`config.mk`:
```
export PLATFORM = sky130hd
export DESIGN_NAME = video_timing_gen
export DESIGN_NICKNAME = d
export VERILOG_FILES = /design/src/rtl/video_timing_gen.sv
export SDC_FILE = /design/constraint.sdc
export NUM_CORES = 1
export LEC_CHECK = 0
export CORE_MARGIN = 5
export CORE_UTILIZATION = 38
export DETAILED_ROUTE_END_ITERATION = 8
export DONT_BUFFER_PORTS = 1
export GPL_TIMING_DRIVEN = 0
export HOLD_SLACK_MARGIN = 0.15
export SLEW_MARGIN = 25
export SYNTH_ARGS = -nofsm -noshare
export SYNTH_HDL_FRONTEND = slang
export SYNTH_SLANG_ARGS = --single-unit
```
`constraint.sdc`:
```
create_clock -name clk -period 2.4 [get_ports clk]
set_clock_uncertainty 0.05 [all_clocks]
set_input_delay 0.24 -clock clk [delete_from_list [all_inputs] [get_ports clk]]
set_output_delay 0.24 -clock clk [all_outputs]
set_load 0.02 [all_outputs]
```
`src/rtl/video_timing_gen.sv`:
```
// Video timing and lag-measurement flash pattern source: free-running h/v counters,
// region decode and a registered pixel stream feeding the TMDS encoders.
module video_timing_gen #(
  parameter int          H_ACTIVE     = 640,
  parameter int          H_FP         = 16,
  parameter int          H_SYNC       = 96,
  parameter int          H_BP         = 48,
  parameter int          V_ACTIVE     = 480,
  parameter int          V_FP         = 10,
  parameter int          V_SYNC       = 2,
  parameter int          V_BP         = 33,
  parameter bit          HSYNC_POL    = 1'b0,
  parameter bit          VSYNC_POL    = 1'b0,
  parameter int          BOX_X0       = 256,
  parameter int          BOX_Y0       = 176,
  parameter int          BOX_W        = 128,
  parameter int          BOX_H        = 128,
  parameter int          FLASH_FRAMES = 30,
  parameter logic [7:0]  GREY         = 8'h40
) (
  input  logic        clk,
  input  logic        rst,
  output logic        de,
  output logic        hsync,
  output logic        vsync,
  output logic [7:0]  red,
  output logic [7:0]  green,
  output logic [7:0]  blue,
  output logic [11:0] x,
  output logic [11:0] y,
  output logic        frame_start,
  output logic        flash_trig
);

  localparam int FC_W = (FLASH_FRAMES > 1) ? $clog2(FLASH_FRAMES) : 1;

  localparam logic [11:0] H_ACT_END = 12'(H_ACTIVE);
  localparam logic [11:0] HS_START  = 12'(H_ACTIVE + H_FP);
  localparam logic [11:0] HS_END    = 12'(H_ACTIVE + H_FP + H_SYNC);
  localparam logic [11:0] H_LAST    = 12'(H_ACTIVE + H_FP + H_SYNC + H_BP - 1);
  localparam logic [11:0] V_ACT_END = 12'(V_ACTIVE);
  localparam logic [11:0] VS_START  = 12'(V_ACTIVE + V_FP);
  localparam logic [11:0] VS_END    = 12'(V_ACTIVE + V_FP + V_SYNC);
  localparam logic [11:0] V_LAST    = 12'(V_ACTIVE + V_FP + V_SYNC + V_BP - 1);
  localparam logic [11:0] BX0       = 12'(BOX_X0);
  localparam logic [11:0] BX1       = 12'(BOX_X0 + BOX_W);
  localparam logic [11:0] BY0       = 12'(BOX_Y0);
  localparam logic [11:0] BY1       = 12'(BOX_Y0 + BOX_H);
  localparam logic [FC_W-1:0] FC_LAST = FC_W'(FLASH_FRAMES - 1);

  logic [11:0]     h_cnt, v_cnt;
  logic [FC_W-1:0] frame_cnt;
  logic            flash_on;

  logic       active, hs_act, vs_act, in_box, at_origin;
  logic [7:0] pix;

  // Phase state moves on the same edge the counters return to (0,0), so a
  // whole frame always sees a single flash phase.
  always_ff @(posedge clk or posedge rst) begin
    if (rst) begin
      h_cnt     <= '0;
      v_cnt     <= '0;
      frame_cnt <= '0;
      flash_on  <= 1'b0;
    end else if (h_cnt == H_LAST) begin
      h_cnt <= '0;
      if (v_cnt == V_LAST) begin
        v_cnt <= '0;
        if (frame_cnt == FC_LAST) begin
          frame_cnt <= '0;
          flash_on  <= ~flash_on;
        end else begin
          frame_cnt <= frame_cnt + FC_W'(1);
        end
      end else begin
        v_cnt <= v_cnt + 12'd1;
      end
    end else begin
      h_cnt <= h_cnt + 12'd1;
    end
  end

  always_comb begin
    active    = (h_cnt < H_ACT_END) && (v_cnt < V_ACT_END);
    hs_act    = (h_cnt >= HS_START) && (h_cnt < HS_END);
    vs_act    = (v_cnt >= VS_START) && (v_cnt < VS_END);
    in_box    = (h_cnt >= BX0) && (h_cnt < BX1) && (v_cnt >= BY0) && (v_cnt < BY1);
    at_origin = (h_cnt == 12'd0) && (v_cnt == 12'd0);
    pix       = 8'h00;
    if (active) pix = in_box ? {8{flash_on}} : GREY;
  end

  always_ff @(posedge clk or posedge rst) begin
    if (rst) begin
      de          <= 1'b0;
      hsync       <= ~HSYNC_POL;
      vsync       <= ~VSYNC_POL;
      red         <= 8'h00;
      green       <= 8'h00;
      blue        <= 8'h00;
      x           <= '0;
      y           <= '0;
      frame_start <= 1'b0;
      flash_trig  <= 1'b0;
    end else begin
      de          <= active;
      hsync       <= hs_act ? HSYNC_POL : ~HSYNC_POL;
      vsync       <= vs_act ? VSYNC_POL : ~VSYNC_POL;
      red         <= pix;
      green       <= pix;
      blue        <= pix;
      x           <= h_cnt;
      y           <= v_cnt;
      frame_start <= at_origin;
      // frame_cnt == 0 with flash_on set is only true on the first white frame
      flash_trig  <= at_origin && flash_on && (frame_cnt == '0);
    end
  end

endmodule

```
==> results.json, run 1 <==
{
  "initial_core_util_pct": 38.29,
  "seq_area_um2": 1529,
  "dp_hpwl_um": 3604,
  "cts_buffers": 9,
  "avgSynthCellArea_um2": 11.73,
  "drt-pass1-iter-count": 4,
  "core_area_um2": 7137,
  "syn-cell-area_um2": 2733,
  "grt_remaining_overflow": 0,
  "die_w_um": 94.80,
  "cts_num_sinks": 61,
  "fill_cells": 687,
  "ys_seq_area_share_pct": 55.95,
  "cts_buffer_depth": 2,
  "startpoint_type": "register",
  "syn_inst": 233,
  "fmax_ghz": 0.5155,
  "root_buffer": "clkbuf_8",
  "slew_headroom_pct": 53.47,
  "area_growth_pct": 12.91,
  "slew_viol_final": 0,
  "outcome": "complete, no violations",
  "crit_fanout": 10,
  "drtAntennaViolNets": 0,
  "cts_resized": 0,
  "synth_compound_area_share_pct": 5.907,
  "place_congestion": 0.7935,
  "gr-usage-all-layers_pct": 12.62,
  "drt-initial-drc-count": 42,
  "synth_top_family_by_area": "simple AND/OR/NAND/NOR gates",
  "synth_warnings": 0,
  "finalHoldViolCount": 0,
  "clk-insertion-delay-late_ns": 0.34,
  "viasPerCell": 4.877,
  "p_leak_nw": 1.439,
  "rows": 31,
  "hp-class": "input pin to async pin",
  "grt_pass1_wl_um": 8390,
  "end_kind": "register",
  "synth_seq_cells": 61,
  "setup_viol": 0,
  "clk_pin_slew_ns": 0.06,
  "power_density_nw_per_um2": 626.6,
  "fin_area_um2": 3085,
  "fin_crit_sh_pct": 80.82,
  "pin_count": 55,
  "holdWs_ns": 0.2786,
  "vdd_drop_max_uv": 243.7,
  "cp_data_arrival_time_ns": 2.11,
  "max_cap_violations": 0,
  "tightest_slew_ns": 0.6979,
  "h-tree-depth": 3,
  "synth_edf_count": 0,
  "routedWlPerCell_um": 14.88,
  "synth_fa_ha_area_share_pct": 3.205,
  "synthMuxAreaShare_pct": 0.3663,
  "fin_nets": 255,
  "cp.required_ns": 2.57,
  "yosys.area_share.simple_pct": 19.60,
  "async_reset_ff_share_pct": 100.0,
  "grt_start_max_net_pins": 42,
  "crit_type": "register to register",
  "drive_above_1_share_pct": 23.60,
  "postPlaceCellArea_um2": 2879,
  "diodes": 0,
  "rsz0062_at_grt": "false",
  "period_minus_slack_ns": 1.940,
  "drc": 0,
  "drt_wl_total_um": 5193,
  "portBuffers": 0,
  "ys_types": 46,
  "syn_nets": 242,
  "grt_pass1_vias": 1617,
  "cts_tree": "yes",
  "dieArea_um2": 8987,
  "multi_input_area_um2": 934.6,
  "ys.flop_type": "dfrtp_1",
  "vias": 1702,
  "synth_xor_area_share_pct": 5.128,
  "antenna_found_initial": 0,
  "die_h_um": 94.80
}
[layout make-up]
| class | instances | share of cell area [%] |
|---|---|---|
| buffer | 29 | 7.259 |
| clock buffer | 15 | 6.367 |
| inverter | 12 | 1.541 |
| multi-input combinational | 131 | 30.29 |
| sequential | 61 | 49.55 |
| tap | 99 | 4.015 |
| timing repair buffer | 2 | 0.9732 |
[cell usage after synthesis, types with 2 or more instances]
| cell type | instances | share of area (%) |
|---|---|---|
| a21oi_1 | 4 | 0.73 |
| and2_1 | 3 | 0.69 |
| and3_1 | 5 | 1.1 |
| and4_1 | 6 | 1.9 |
| and4bb_2 | 2 | 0.92 |
| buf_2 | 3 | 0.55 |
| buf_4 | 22 | 6.0 |
| dfrtp_1 | 59 | 54 |
| dfstp_2 | 2 | 1.9 |
| ha_1 | 7 | 3.2 |
| inv_1 | 12 | 1.6 |
| nand2_1 | 12 | 1.6 |
| nand3_1 | 13 | 2.4 |
| nand4_1 | 6 | 1.4 |
| nor2_1 | 12 | 1.6 |
| nor3_1 | 6 | 1.1 |
| nor4_1 | 2 | 0.46 |
| nor4b_1 | 2 | 0.64 |
| o21ai_0 | 8 | 1.5 |
| o31ai_1 | 5 | 1.4 |
| or3_1 | 3 | 0.69 |
| xnor2_1 | 6 | 1.9 |
| xor2_1 | 10 | 3.2 |
[worst max-delay path, cell delays in order, from the launching register on]
cell,delay (ns)
dfrtp_1,0.44
ha_1,0.23
and4_1,0.19
buf_2,0.17
nand3_4,0.15
buf_2,0.24
o31ai_1,0.24
o31ai_1,0.10
[power by group]
group	internal [W]	leakage, nW	switching (W)
sequential	0.00103	0.811	0
combinational	0.00000481	0.526	0.0000204
clock	0.000511	0.102	0.000369
[final timing paths]
path,start,to,slack [ns],cells past startpoint
hold reg to reg,h_cnt[5],x[5],0.33,0
min in group clk,h_cnt[5],x[5],0.33,0
hold / removal,rst,frame_cnt[4],0.28,2
max in group asynchronous,rst,hsync,1.46,3
setup reg to reg,h_cnt[0],frame_cnt[2],0.46,7
setup / recovery,h_cnt[0],frame_cnt[2],0.46,7
[layer usage]
metal / global-route usage [%] / routed length [µm]
met4: 8.173 / 143
met2: 17.44 / 2216
met3: 4.462 / 407
met5: 0 / 0
met1: 16.59 / 2424
[through the flow]
stage               std cells  total power [W]  util [%]  TNS (ns)  setup slack [ns]
floorplan                 233         0.001062         -         0            0.6003
global placement          332         0.001068     40.02    -5.293          -0.09234
detailed placement        333         0.001073     40.34         0            0.4399
CTS                       349         0.001963     43.23         0            0.4312
global route              349         0.002005     43.23         0            0.3164
finish                    349         0.001933     43.23         0            0.4602
[flip-flops by register name (all words and copies together), names as in the netlist, 2 cells and up]
name / cells
blue: 2
frame_cnt: 5
h_cnt: 12
v_cnt: 12
x: 12
y: 12
[cell families after synthesis]
group                      count (synthesis)
AOI/OAI and AO/OA                         24
muxes                                      1
xor gates and xnor gates                  16
DFF                                       61
buffers and inverters                     41
and+or+nand+nor                           83
adders and majority gates                  7
[cells in the final DEF, fill, tap and decap left out, types with 4 or more instances in the layout]
| cell | count |
|---|---|
| nor2_1 | 12 |
| o31ai_1 | 5 |
| xor2_1 | 10 |
| and4_1 | 6 |
| buf_4 | 22 |
| a21oi_1 | 4 |
| nand3_1 | 13 |
| ha_1 | 7 |
| nand2_1 | 12 |
| o21ai_0 | 8 |
| clkbuf_8 | 15 |
| dfrtp_1 | 59 |
| inv_1 | 11 |
| xnor2_1 | 6 |
| nand4_1 | 6 |
| nor3_1 | 6 |
| and3_1 | 5 |
[what timing repair did]
item,4_1_cts,5_1_grt
endpoints found under the hold margin,60,0
buffers inserted,0,0
hold buffers,1,0
(Power assumes the default switching activity.)
==> run 2: changes to the inputs <==
==> constraint.sdc (replaced) <==
create_clock -name clk -period 1.97 [get_ports clk]
set_clock_uncertainty 0.05 [all_clocks]
set_input_delay 0.197 -clock clk [delete_from_list [all_inputs] [get_ports clk]]
set_output_delay 0.197 -clock clk [all_outputs]
set_load 0.02 [all_outputs]
==> results.json, run 2 (synthesis results as in run 1) <==
{
  "viasPerCell": 4.912,
  "pin_count": 55,
  "rr_worst_depth": 7,
  "slew_viol_final": 0,
  "tightest_slew_ns": 0.6981,
  "die_w_um": 94.80,
  "power_density_nw_per_um2": 748.4,
  "layout_common_cells": "dfrtp_1, buf_4, clkbuf_8, nand3_1",
  "initial_core_util_pct": 38.29,
  "vdd_drop_max_uv": 296.1,
  "rsz0062_at_grt": "false",
  "grt_pass1_wl_um": 8390,
  "finalHoldViolCount": 0,
  "holdWs_ns": 0.2393,
  "root_buffer": "clkbuf_8",
  "grt_start_max_net_pins": 42,
  "h-tree-depth": 3,
  "startpoint_type": "register",
  "gr-usage-all-layers_pct": 12.62,
  "cts_tree": "yes",
  "max_cap_violations": 0,
  "clk-insertion-delay-late_ns": 0.34,
  "dieArea_um2": 8987,
  "crit_type": "register to register",
  "period_minus_slack_ns": 1.863,
  "crit_fanout": 10,
  "drt-initial-drc-count": 50,
  "routedWlPerCell_um": 15.03,
  "die_h_um": 94.80,
  "cts_num_sinks": 61,
  "end_kind": "register",
  "dp_hpwl_um": 3604,
  "drc": 0,
  "grt_pass1_vias": 1617,
  "reg2reg_setup_slack_ns": 0.11,
  "fmax_ghz": 0.5367,
  "area_growth_pct": 15.16,
  "cts_buffer_depth": 2,
  "setup_viol": 0,
  "worstReg2RegEnd": "frame_cnt[4]",
  "outcome": "complete, no violations",
  "final_util_pct": 44.09,
  "antenna_found_initial": 0,
  "place_congestion": 0.7935,
  "drive_above_1_share_pct": 26.77,
  "p_leak_nw": 1.465,
  "drtAntennaViolNets": 0,
  "final_common_cell": "dfrtp_1",
  "r2r-start": "v_cnt[0]",
  "drt-pass1-iter-count": 4,
  "finalNonFillerCells": 353,
  "grt_remaining_overflow": 0,
  "portBuffers": 0,
  "finalSetupTns_ns": 0,
  "cts_buffers": 9,
  "final.setup.worst_slack_ns": 0.1067,
  "fin_nets": 259,
  "drt_wl_total_um": 5307,
  "pre_cts_ws_ns": 0.009922,
  "diodes": 0,
  "dp_cells": 333,
  "fin_crit_sh_pct": 94.58,
  "vias": 1734,
  "core_area_um2": 7137,
  "cp_data_arrival_time_ns": 2.03,
  "rows": 31,
  "clk_pin_slew_ns": 0.06,
  "hp-class": "input pin to async pin",
  "slew_headroom_pct": 53.46,
  "cp.required_ns": 2.13
}
## run 2: cell types whose count changed in the layout (fill, tap and decap cells not counted), sizes merged
cell  change
buf       +4
## run 2: worst max path at each step
stage                  start            to  slack [ns]  depth (start not counted)
floorplan                rst       blue[5]        0.21                          1
global placement         rst            de       -0.48                          1
detailed placement  h_cnt[0]  frame_cnt[2]        0.01                          7
CTS                 h_cnt[0]  frame_cnt[2]       0.001                          7
global route        v_cnt[0]  frame_cnt[4]       0.002                          7
finish              v_cnt[0]  frame_cnt[4]        0.11                          7
## run 2: area by class of cell
type / instances / area [µm²]
fill: 683 / 3990
sequential: 61 / 1533
multi-input combinational: 131 / 955.9
buffer: 29 / 230.2
clock buffer: 15 / 196.4
tap: 99 / 123.9
timing repair buffer: 6 / 60.06
inverter: 12 / 47.55
## run 2: critical path, cell delays in order, from the launching register on
cell and delay [ns]:
dfrtp_2 0.43, inv_1 0.06, ha_1 0.15, nor4b_4 0.23, nand4_2 0.15, clkbuf_8 0.20
o41ai_4 0.36, o41ai_2 0.12
## run 2: per-layer routing
| metal | GRT usage [%] | vias up | part of all wire, % | wire length (µm) |
|---|---|---|---|---|
| li1 | - | 828 | - | - |
| met1 | 16.59 | 829 | 45 | 2396 |
| met2 | 17.44 | 67 | 44 | 2345 |
| met3 | 4.462 | 10 | 8.3 | 442 |
| met4 | 8.173 | 0 | 2.3 | 123 |
| met5 | 0 | - | 0 | 0 |
## run 2: through the flow
stage                     power, W  instance area [µm²]
after detailed placement  0.001307                 2879
after floorplan           0.001294                 2733
after global placement    0.001301                 2856
after global routing      0.002443                 3147
after CTS                 0.002392                 3085
final                     0.002355                 3147
## run 2: what timing repair did
item	CTS	global route
endpoints found under the setup margin	0	5
buffers inserted	0	4
gates resized for setup	0	9
hold buffers	1	0
endpoints found under the hold margin	60	0
## run 2: where the power goes
| part | switching (W) | internal (W) | total [W] |
|---|---|---|---|
| clock | 0.000448 | 0.000623 | 0.00107 |
| combinational | 0.0000252 | 0.00000587 | 0.0000311 |
| sequential | 0 | 0.00125 | 0.00125 |
==> run 3: changes to the inputs <==
--- a/config.mk
+++ b/config.mk
@@ -5,12 +5,15 @@
 export SDC_FILE = /design/constraint.sdc
 export NUM_CORES = 1
 export LEC_CHECK = 0
+export CELL_PAD_IN_SITES_DETAIL_PLACEMENT = 1
+export CELL_PAD_IN_SITES_GLOBAL_PLACEMENT = 1
 export CORE_MARGIN = 5
 export CORE_UTILIZATION = 38
 export DETAILED_ROUTE_END_ITERATION = 8
 export DONT_BUFFER_PORTS = 1
 export GPL_TIMING_DRIVEN = 0
 export HOLD_SLACK_MARGIN = 0.15
+export PLACE_DENSITY_LB_ADDON = 0.1
 export SLEW_MARGIN = 25
 export SYNTH_ARGS = -nofsm -noshare
 export SYNTH_HDL_FRONTEND = slang
==> results.json, run 3 (synthesis results as in run 1) <==
{
  "die_h_um": 94.80,
  "drtAntennaViolNets": 0,
  "fin_nets": 265,
  "gr-usage-all-layers_pct": 13.83,
  "drc": 0,
  "setup_viol": 0,
  "clk_pin_slew_ns": 0.07,
  "power_density_nw_per_um2": 744.3,
  "startpoint_type": "register",
  "tightest_slew_ns": 0.6998,
  "slew_viol_final": 0,
  "rows": 31,
  "hp-class": "input pin to async pin",
  "h-tree-depth": 3,
  "drt_wl_total_um": 5756,
  "area_growth_pct": 16.58,
  "vias": 1756,
  "crit_fanout": 10,
  "end_kind": "register",
  "final_common_cell": "dfrtp_1",
  "core_area_um2": 7137,
  "finalSetupTns_ns": 0,
  "grt_remaining_overflow": 0,
  "routedWlPerCell_um": 15.99,
  "pwr-share-comb_pct": 1.3,
  "cts_buffer_depth": 2,
  "drt-initial-drc-count": 40,
  "fin_crit_sh_pct": 94.17,
  "p_sw_w": 0.0004973,
  "layout_common_cells": "dfrtp_1, buf_4, nand3_1, nor2_1, nand2_1",
  "cp_data_arrival_time_ns": 2.01,
  "diodes": 0,
  "dp_hpwl_um": 3920,
  "drive_above_1_share_pct": 28.35,
  "finalHoldViolCount": 0,
  "final.setup.worst_slack_ns": 0.1149,
  "seq_power_share_pct": 52.8,
  "cts_num_sinks": 61,
  "power_frac_clock_pct": 45.9,
  "clk-insertion-delay-late_ns": 0.33,
  "initial_core_util_pct": 38.29,
  "p_int_w": 0.001874,
  "cts_tree": "yes",
  "root_buffer": "clkbuf_8",
  "grt_pass1_wl_um": 9239,
  "pre_cts_ws_ns": -0.01575,
  "portBuffers": 0,
  "dieArea_um2": 8987,
  "final_util_pct": 44.64,
  "grt_pass1_vias": 1732,
  "cp.required_ns": 2.13,
  "grt_start_max_net_pins": 38,
  "place_congestion": 0.7513,
  "antenna_found_initial": 0,
  "outcome": "complete, no violations",
  "drt-pass1-iter-count": 4,
  "slew_headroom_pct": 53.34,
  "die_w_um": 94.80,
  "cts_buffers": 9,
  "p_leak_nw": 1.478,
  "crit_type": "register to register",
  "vdd_drop_max_uv": 301.1,
  "viasPerCell": 4.878,
  "switching_share_pct": 20.98,
  "period_minus_slack_ns": 1.855,
  "fmax_ghz": 0.5391,
  "pin_count": 55,
  "max_cap_violations": 0
}
-- run 3: layer usage --
layer  vias up  global-route usage (%)  part of all wire (%)
met5         -                       0                     0
met4         0                   4.688                   1.1
met3         7                   6.534                   6.7
met2        45                   20.67                    47
met1       869                   17.55                    45
li1        835                       -                     -
-- run 3: area by class of cell --
class | count | area (µm²)
buffer | 29 | 232.7
clock buffer | 12 | 145.1
clock inverter | 4 | 47.55
fill | 799 | 3951
inverter | 12 | 47.55
multi-input combinational | 132 | 958.4
sequential | 61 | 1533
tap | 99 | 123.9
timing repair buffer | 11 | 97.59
-- run 3: worst paths after layout --
path                                      to  slack (ns)  cells past startpoint  startpoint
worst max-delay path            frame_cnt[4]        0.11                      7    v_cnt[0]
worst min register to register          x[6]        0.33                      0    h_cnt[6]
min in group clk                        x[6]        0.33                      0    h_cnt[6]
worst min-delay path                    y[3]        0.25                      2         rst
max in group asynchronous           v_cnt[1]        1.11                      3         rst
worst max register to register  frame_cnt[4]        0.11                      7    v_cnt[0]
-- run 3: worst max-delay path, stage by stage, from the launching register on --
cell      delay [ns]
dfrtp_2         0.44
inv_1           0.07
ha_1            0.13
nor4b_4         0.24
nand4_2         0.16
clkbuf_8        0.20
o41ai_2         0.32
o41ai_1         0.12
-- run 3: power by group through the flow --
stage / clock, W / sequential, W / combinational, W
global placement: 0 / 0.00128 / 0.0000251
detailed placement: 0 / 0.00128 / 0.0000309
finish: 0.00109 / 0.00125 / 0.0000304
floorplan: 0 / 0.00128 / 0.0000182
CTS: 0.00113 / 0.00125 / 0.0000328
global route: 0.00120 / 0.00125 / 0.0000362
-- run 3: through the flow --
step	instances	total power (W)	instance area, µm²	hold WS, ns
finish	360	0.002371	3186	0.2515
global route	360	0.002489	3186	0.2533
CTS	350	0.002418	3084	0.2429
detailed placement	333	0.001307	2879	0.006335
global placement	332	0.001301	2856	0.3028
floorplan	233	0.001294	2733	0.2987
-- run 3: repair_timing --
item | 4_1_cts | 5_1_grt
resized for setup | 1 | 8
endpoints found under the setup margin | 2 | 10
gates cloned | 0 | 1
setup buffers | 0 | 9
hold buffers | 1 | 0
hold endpoints to repair | 61 | 0
pin swaps | 0 | 2
